$ cat src/rtl/alu_arbiter.sv
// alu_arbiter: shares one external combinational ALU between two requesters.
// A request is accepted in IDLE, its operands are held in registers that drive
// the ALU during EXEC, and the captured result is returned to the owning port
// in RESP until that port takes it.
// Ports:
//   clk, reset                         clock, synchronous active-high reset
//   reqN_valid/ready/a/b/op  (N=0,1)   request handshake, operands, ALU code
//   rspN_valid/ready/result/zero       response handshake, result, zero flag
//   srca, srcb, alucontrol             operands and code to the shared ALU
//   aluout, zero                       shared ALU result and zero flag
//   busy                               high whenever the block is not IDLE
module alu_arbiter #(
  parameter int PRIO_FIXED = 0
) (
  input  logic        clk,
  input  logic        reset,
  input  logic        req0_valid,
  output logic        req0_ready,
  input  logic [31:0] req0_a,
  input  logic [31:0] req0_b,
  input  logic [2:0]  req0_op,
  input  logic        req1_valid,
  output logic        req1_ready,
  input  logic [31:0] req1_a,
  input  logic [31:0] req1_b,
  input  logic [2:0]  req1_op,
  output logic        rsp0_valid,
  input  logic        rsp0_ready,
  output logic [31:0] rsp0_result,
  output logic        rsp0_zero,
  output logic        rsp1_valid,
  input  logic        rsp1_ready,
  output logic [31:0] rsp1_result,
  output logic        rsp1_zero,
  output logic [31:0] srca,
  output logic [31:0] srcb,
  output logic [2:0]  alucontrol,
  input  logic [31:0] aluout,
  input  logic        zero,
  output logic        busy
);

  typedef enum logic [1:0] {
    IDLE = 2'd0,
    EXEC = 2'd1,
    RESP = 2'd2
  } state_t;

  state_t      state_r;
  state_t      state_next_s;
  logic        last_r;      // port granted by the most recent accepted transfer
  logic        owner_r;     // port that owns the operation in flight
  logic [31:0] a_r;
  logic [31:0] b_r;
  logic [2:0]  op_r;
  logic [31:0] result_r;
  logic        zero_r;
  logic        grant_s;     // port that would be granted this cycle
  logic        xfer_s;      // a request is accepted this cycle
  logic        rsp_hs_s;    // owner consumes the response this cycle

  // Grant selection: lone requester wins; on contention fixed or round-robin.
  always_comb begin
    grant_s = 1'b0;
    if (PRIO_FIXED != 0) begin
      grant_s = req0_valid ? 1'b0 : 1'b1;
    end else if (req0_valid && req1_valid) begin
      grant_s = ~last_r;
    end else if (req1_valid) begin
      grant_s = 1'b1;
    end else begin
      grant_s = 1'b0;
    end
  end

  // Handshake decode for request acceptance and response consumption.
  always_comb begin
    req0_ready = (state_r == IDLE) && !grant_s && req0_valid;
    req1_ready = (state_r == IDLE) &&  grant_s && req1_valid;
    xfer_s     = req0_ready || req1_ready;
    rsp_hs_s   = (state_r == RESP) && (owner_r ? rsp1_ready : rsp0_ready);
  end

  // State register.
  always_ff @(posedge clk) begin
    if (reset) begin
      state_r <= IDLE;
    end else begin
      state_r <= state_next_s;
    end
  end

  // Next-state logic.
  always_comb begin
    state_next_s = state_r;
    case (state_r)
      IDLE:    state_next_s = xfer_s ? EXEC : IDLE;
      EXEC:    state_next_s = RESP;
      RESP:    state_next_s = rsp_hs_s ? IDLE : RESP;
      default: state_next_s = IDLE;
    endcase
  end

  // Operand latch on transfer, result capture in EXEC, grant pointer update.
  always_ff @(posedge clk) begin
    if (reset) begin
      last_r   <= 1'b1;
      owner_r  <= 1'b0;
      a_r      <= 32'd0;
      b_r      <= 32'd0;
      op_r     <= 3'd0;
      result_r <= 32'd0;
      zero_r   <= 1'b0;
    end else begin
      if (xfer_s) begin
        last_r  <= grant_s;
        owner_r <= grant_s;
        a_r     <= grant_s ? req1_a  : req0_a;
        b_r     <= grant_s ? req1_b  : req0_b;
        op_r    <= grant_s ? req1_op : req0_op;
      end
      if (state_r == EXEC) begin
        result_r <= aluout;
        zero_r   <= zero;
      end
    end
  end

  // Output decode; the ALU is fed only from the latched operand registers.
  always_comb begin
    srca        = a_r;
    srcb        = b_r;
    alucontrol  = op_r;
    busy        = (state_r != IDLE);
    rsp0_valid  = (state_r == RESP) && !owner_r;
    rsp1_valid  = (state_r == RESP) &&  owner_r;
    rsp0_result = owner_r ? 32'd0 : result_r;
    rsp0_zero   = owner_r ? 1'b0  : zero_r;
    rsp1_result = owner_r ? result_r : 32'd0;
    rsp1_zero   = owner_r ? zero_r   : 1'b0;
  end

endmodule
$ cat config.mk
export PLATFORM = sky130hd
export DESIGN_NAME = alu_arbiter
export DESIGN_NICKNAME = d
export VERILOG_FILES = /design/src/rtl/alu_arbiter.sv
export SDC_FILE = /design/constraint.sdc
export NUM_CORES = 1
export LEC_CHECK = 0
export BUFFER_PORTS_ARGS = -buffer_cell sky130_fd_sc_hd__buf_2
export CORE_UTILIZATION = 29
export CTS_BUF_LIST = sky130_fd_sc_hd__clkbuf_2 sky130_fd_sc_hd__clkbuf_4 sky130_fd_sc_hd__clkbuf_8
export CTS_CLUSTER_SIZE = 14
export DETAILED_ROUTE_END_ITERATION = 7
export GPL_TIMING_DRIVEN = 0
export REMOVE_ABC_BUFFERS = 1
export SYNTH_ARGS = -nofsm -noshare
export SYNTH_HDL_FRONTEND = slang
export SYNTH_SLANG_ARGS = --single-unit
$ cat constraint.sdc
create_clock -name clk -period 1.6 [get_ports clk]
set_input_delay 0.24 -clock clk [delete_from_list [all_inputs] [get_ports clk]]
set_output_delay 0.24 -clock clk [all_outputs]
set_load 0.01 [all_outputs]
==> metrics.yaml, run 1 <==
synth:
  yosysTopAreaCell: "dfxtp_1"
  synth.area.top_cells: "dfxtp_1, nand2_1, a21oi_1"
  synth-seq-cells: 104
  synth-seq-area-share: 0.426
  synth_area_um2: 4890
  ys_warn_count: 0
  synth_top_area_frac: 0.426
  synthDistinctLibCells: 24
  avgSynthCellArea_um2: 7.84
  postSynthCellCount: 623
clock_tree:
  numCtsBuffers: 9
  insertion_delay_ns: 0.38
  cts_root_buffer: "clkbuf_8"
  cts_tree: "yes"
  clock_tree.htree_level_count: 3
  cts_buffer_depth: 2
  cts.hold.buffers_added: 0
  cts_sinks: 104
  clk_pin_slew_ns: 0.10
drt:
  wl_per_cell_um: 16.7
  drt_iter0_drc: 197
  ant_nets: 0
  vias_per_cell: 4.82
  drc_errors: 0
  firstDrtPassIters: 4
  num_vias: 5441
  drt_wl_total_mm: 18.8
setup_path:
  crit_arrival_ns: 1.36
  cp_max_fo: 5
  start_kind: "register"
  cp.required_ns: 1.36
  end_kind: "primary output"
  r2r_slack_ns: 0.14
  critPathKind: "register to primary output"
floorplan:
  start_util: 0.296
  die_w_um: 132
  io_pins: 311
  die_h_um: 132
  core_area_um2: 16500
  die_area_um2: 17400
  rows: 47
power_and_ir_drop:
  p_sw_frac: 0.326
  p_per_area_nw_per_um2: 936
  comb_power_share: 0.296
  p_int_mw: 4.50
  power.leakage_nw: 3.44
  netSwitchingPower_mw: 2.17
  sequentialPowerShare: 0.456
  p_clk_frac: 0.248
  ir_worst_vdd_uv: 525
timing:
  rsz0062_at_grt: "true"
  report.final.setup_viol: 1
  finalCritPeriodShare: 1.00
  max_slew.worst_pin.slew_ns: 0.706
  finalHoldViolations: 0
  fin_tns_setup_ns: -0.00109
  layout_min_cycle_time_ns: 1.60
  max-slew-margin-rel: 0.530
  hold_slack_ns: 0.0947
  maxSlewViolCount: 0
  skew_ns: 0.00955
  fin_ws_ns: -0.00109
  fmax_mhz: 625
grt:
  grt_first_pass_wirelength_mm: 28.6
  grt_pass1_vias: 5108
  track_usage: 0.212
  grt_overflow_total: 0
  antenna_found_initial: 0
  grt_max_degree: 56
min_path:
  worstHoldPathType: "input port to register"
final_layout:
  layout-drive-gt1-share: 0.429
  nets: 1080
  syn_to_final_growth_pct: 45.9
  antennaDiodeCount: 0
  fillers: 1770
run_status:
  status: "complete, but fails checks"
  failed_checks: "negative setup slack"
placement:
  port_buffers: 310
  hpwl_mm: 11.6
  place_congestion: 0.766
flow_run:
  maxCapViolCount: 0
==> cells by family (layout without fill, tap and decap cells) <==
logic type             count (synthesis)  count (layout)  share of synthesized area
muxes                                  1               1                    0.00205
buffers and inverters                 66             348                     0.0604
DFF                                  104             104                      0.426
and+or+nand+nor                      280             282                      0.256
AOI/OAI and AO/OA                    172             174                      0.256
==> path summary, 6_finish.rpt <==
| path | cells after the start | to | start |
|---|---|---|---|
| hold / removal | 3 | zero_r | zero |
| setup / recovery | 3 | req0_ready | state_r[0] |
| setup reg to reg | 5 | srcb[26] | last_r |
| hold reg to reg | 2 | result_r[19] | result_r[19] |
==> power groups by stage <==
stage | logic (mW) | registers [mW] | clock network (mW)
after detailed placement | 1.78 | 3.10 | 0
final | 1.97 | 3.04 | 1.65
after floorplan | 0.810 | 3.19 | 0
after CTS | 1.94 | 3.04 | 1.73
after global routing | 2.16 | 3.08 | 1.82
after global placement | 1.70 | 3.11 | 0
==> sequential cells by signal (all words and copies together), names as in the netlist <==
signal	count
state_r	2
last_r	1
srca	32
owner_r	1
alucontrol	3
result_r	32
zero_r	1
srcb	32
==> stage by stage <==
stage               worst slack [ns]  power (mW)  instances  instance area, um2   util
floorplan                      -2.97        4.00        558                4590      -
global placement               -5.69        4.81       1088                6420  0.389
detailed placement            -0.655        4.88       1096                6620  0.401
CTS                          -0.0417        6.72       1122                7040  0.426
global route                 -0.0747        7.05       1129                7130  0.431
finish                      -0.00109        6.67       1129                7130  0.431
==> timing repair <==
item                       4_1_cts  5_1_grt
gates cloned                     6        1
buffers inserted                 7        6
pin swaps                        9        0
setup endpoints to repair      155       68
resized for setup               24        5
==> area by class of cell <==
class / instances / area, um2 / share of cell area
Sequential cell: 104 / 2100 / 0.294
Tap cell: 220 / 275 / 0.0386
Clock inverter: 3 / 45.0 / 0.00632
Inverter: 1 / 3.75 / 0.000527
Multi-Input combinational cell: 457 / 2610 / 0.367
Clock buffer: 10 / 138 / 0.0193
Timing Repair Buffer: 334 / 1960 / 0.274
==> layer usage <==
layer / track usage / vias up / routed length (um)
met3: 0.0619 / 18 / 1320
li1: - / 2717 / -
met1: 0.253 / 2482 / 8070
met5: 0 / - / 0
met2: 0.372 / 224 / 9240
met4: 0.0543 / 0 / 191
==> Yosys cell counts, drive strengths merged <==
cell type	count
a21bo	1
a21boi	1
a21oi	101
a221o	1
a22oi	1
a311oi	67
and2	34
and3b	1
buf	21
clkbuf	44
dfxtp	104
inv	1
mux2i	1
nand2	200
nand2b	1
nand3b	1
nor2	4
nor2b	36
nor3b	1
or2	1
or3b	1
==> worst max-delay path, stage by stage (launching register included) <==
cell and delay [ns]:
dfxtp_4 0.38, or3b_4 0.39, nor2_1 0.09, buf_2 0.14
==> cell usage in the layout (no fill, tap or decap), types with 4 or more instances in the layout <==
| cell | count |
|---|---|
| buf_2 | 304 |
| nand2_1 | 200 |
| a21oi_1 | 101 |
| dfxtp_1 | 100 |
| a311oi_1 | 48 |
| nor2b_1 | 33 |
| and2_1 | 28 |
| a311oi_2 | 19 |
| buf_4 | 13 |
| clkbuf_8 | 10 |
| and2_4 | 8 |
| buf_12 | 6 |
| buf_6 | 5 |
| dfxtp_4 | 4 |
No activity file was read; power rests on OpenSTA's default activity.
==> inputs of run 2 (changes only) <==
ABC_AREA = 1   (was not set)
==> run 2 against run 1 <==
The run now ends clean. Synthesized cell count increased by 50%. Synthesized area increased by 13%. Highest routed layer unchanged. Register-to-register slack got worse by 0.05 ns.
==> metrics.yaml, run 2 <==
min_path:
  worstHoldPathType: "input port to register"
  holdPathStages: 2  # -1
  hp-start: "reset"
  hold_path_end: "owner_r"
clock_tree:
  cts.hold.buffers_added: 0  # unchanged
  insertion_delay_ns: 0.37  # about the same
  cts_buffer_depth: 2  # unchanged
  numCtsBuffers: 9  # unchanged
  clock_tree.htree_level_count: 3  # unchanged
  cts_root_buffer: "clkbuf_8"
  cts_tree: "yes"
  clk_pin_slew_ns: 0.10  # about the same
  cts_sinks: 104  # unchanged
synth:
  ys_warn_count: 0  # unchanged
  synth-seq-cells: 104  # unchanged
  synthTopCellsByCount: "nand2_1, nor2_1, inv_1"
  synth_area_um2: 5520  # +13%
  synth.area.top_cells: "dfxtp_1, nand2_1, nand3_1"
  synthArstFlopShare: 0  # unchanged
  synth_top_area_frac: 0.377  # -0.0491
  postSynthCellCount: 935  # +50%
  avgSynthCellArea_um2: 5.91  # -25%
  synthMostInstantiatedCell: "nand2_1"
  synth-main-ff-cell: "dfxtp_1"
  synth-seq-area-share: 0.377  # -0.0491
  synth_edf_count: 0  # unchanged
  yosysTopAreaCell: "dfxtp_1"
  synthDistinctLibCells: 15  # -38%
power_and_ir_drop:
  power.leakage_nw: 4.63  # +35%
  ir_worst_vdd_uv: 358  # -32%
  total_power_mw: 7.33  # +9.9%
  p_per_area_nw_per_um2: 927  # -0.94%
grt:
  antenna_found_initial: 0  # unchanged
  grt_pass1_vias: 6067  # +19%
  grt_first_pass_wirelength_mm: 33.6  # +18%
  track_usage: 0.223  # +0.0113
  grt_overflow_total: 0  # unchanged
  grt_max_degree: 76  # +36%
flow_run:
  maxCapViolCount: 0  # unchanged
setup_path:
  start_kind: "register"
  rr_startpoint: "state_r[0]"
  worst_r2r_path_depth: 7  # +2
  r2r_slack_ns: 0.09  # -0.05 ns
  critPathKind: "register to primary output"
  cp_max_fo: 4  # -1
  cp-startpoint: "state_r[0]"
  rr_endpoint: "srcb[18]"
  crit_arrival_ns: 1.31  # -0.05 ns
  cp.required_ns: 1.36  # about the same
  end_kind: "primary output"
final_layout:
  layout-drive-gt1-share: 0.311  # -0.118
  most-common-layout-cells: "buf_2, nand2_1, nor2_1"
  final_area_um2: 7910  # +11%
  syn_to_final_growth_pct: 43.2
  layout_commonest_cell: "buf_2"
  final_cells: 1464  # +30%
  nets: 1398  # +29%
timing:
  skew_ns: 0.00746  # -0.00209 ns
  layout_min_cycle_time_ns: 1.55  # -0.0503 ns
  finalHoldViolations: 0  # unchanged
  fin_ws_ns: 0.0492  # +0.0503 ns
  report.final.setup_viol: 0  # -1
  max_slew.worst_pin.slew_ns: 0.615  # -0.0901 ns
  rsz0062_at_grt: "true"
  fmax_mhz: 645  # +3.2%
  finalCritPeriodShare: 0.969  # -0.0314
  max-slew-margin-rel: 0.590  # +0.0600
  maxSlewViolCount: 0  # unchanged
  fin_tns_setup_ns: 0  # +0.00109 ns
drt:
  vias_per_cell: 4.48  # -6.9%
  drt_iter0_drc: 246  # +25%
  num_vias: 6566  # +21%
  wl_per_cell_um: 15.1  # -9.3%
  firstDrtPassIters: 4  # unchanged
  drc_errors: 0  # unchanged
  ant_nets: 0  # unchanged
  drt_wl_total_mm: 22.1  # +18%
floorplan:
  core_area_um2: 18700  # +13%
  die_h_um: 140  # +6.2%
  rows: 50  # +6.4%
  die_w_um: 140  # +6.2%
  start_util: 0.295  # -0.000493
  die_area_um2: 19600  # +13%
  io_pins: 311  # unchanged
placement:
  place_congestion: 0.741  # -3.2%
  hpwl_mm: 12.1  # +4.2%
  dp.cells: 1414  # +29%
  port_buffers: 310  # unchanged
  pre_cts_ws_ns: -2.35  # -1.70 ns
  placed_area_um2: 7180  # +8.4%
run_status:
  status: "completed"
==> run 2: cell types whose count changed in the layout (fill, tap and decap cells not counted), moves of 5 or more <==
cell      delta
nor2_1     +166
inv_1      +136
nand3_1    +136
a21oi_1     -66
a311oi_1    -48
nand2_1     +38
nor2b_1     -33
o21ai_0     +33
and2_1      -28
a311oi_2    -19
and2_4       -8
nand2_4      +6
nand3_4      +6
nand2_8      +5
==> run 2: how the worst max path moves through the flow <==
stage | endpoint | slack, ns | cells past startpoint
floorplan | alucontrol[0] | -1.26 | 6
global placement | srca[11] | -2.99 | 6
detailed placement | srcb[28] | -2.35 | 8
CTS | req0_ready | 0.02 | 4
global route | rsp1_valid | -0.06 | 5
finish | req0_ready | 0.05 | 4
==> run 2: metrics by stage <==
stage,hold WS (ns),util
after global placement,0.447,0.378
after CTS,0.0532,0.417
after detailed placement,0.464,0.384
final,0.0956,0.423
after global routing,0.0597,0.423
after floorplan,0.309,-
==> run 2: kinds of logic after synthesis <==
kind of cell,synth area share
AO/OA/AOI/OAI,0.0625
buffers and inverters,0.149
flip-flops,0.377
AND/OR/NAND/NOR,0.411
==> run 2: area by class of cell <==
cell class                      instances  area, um2
Fill cell                            2024      10800
Timing Repair Buffer                  334       1900
Clock buffer                           10        131
Inverter                              139        524
Clock inverter                          5       58.8
Multi-Input combinational cell        637       2900
Sequential cell                       104       2090
Antenna cell                            1       2.50
Tap cell                              234        293
==> run 2: worst max-delay path, stage by stage (launching register included) <==
cell     delay (ns)
dfxtp_4        0.38
nor2_4         0.18
nand2_8        0.10
a21oi_2        0.14
buf_2          0.14
==> run 2: timing repair <==
item	in CTS	in global routing
gates cloned	12	3
setup buffers	17	2
gates resized for setup	20	16
pin swaps	8	2
setup endpoints to repair	124	84
==> run 2: power breakdown <==
part           total, mW  internal (mW)  switching (mW)  leakage (nW)
clock               1.68          0.735           0.949        0.0918
combinational       2.57           1.01            1.56          3.68
sequential          3.07           2.91           0.160         0.863
==> run 2: per-layer routing <==
layer | wire length [um] | vias up | global-route usage
met2 | 10900 | 260 | 0.399
li1 | - | 3428 | -
met3 | 1700 | 10 | 0.0574
met1 | 9320 | 2868 | 0.258
met4 | 242 | 0 | 0.0752
met5 | 0 | - | 0
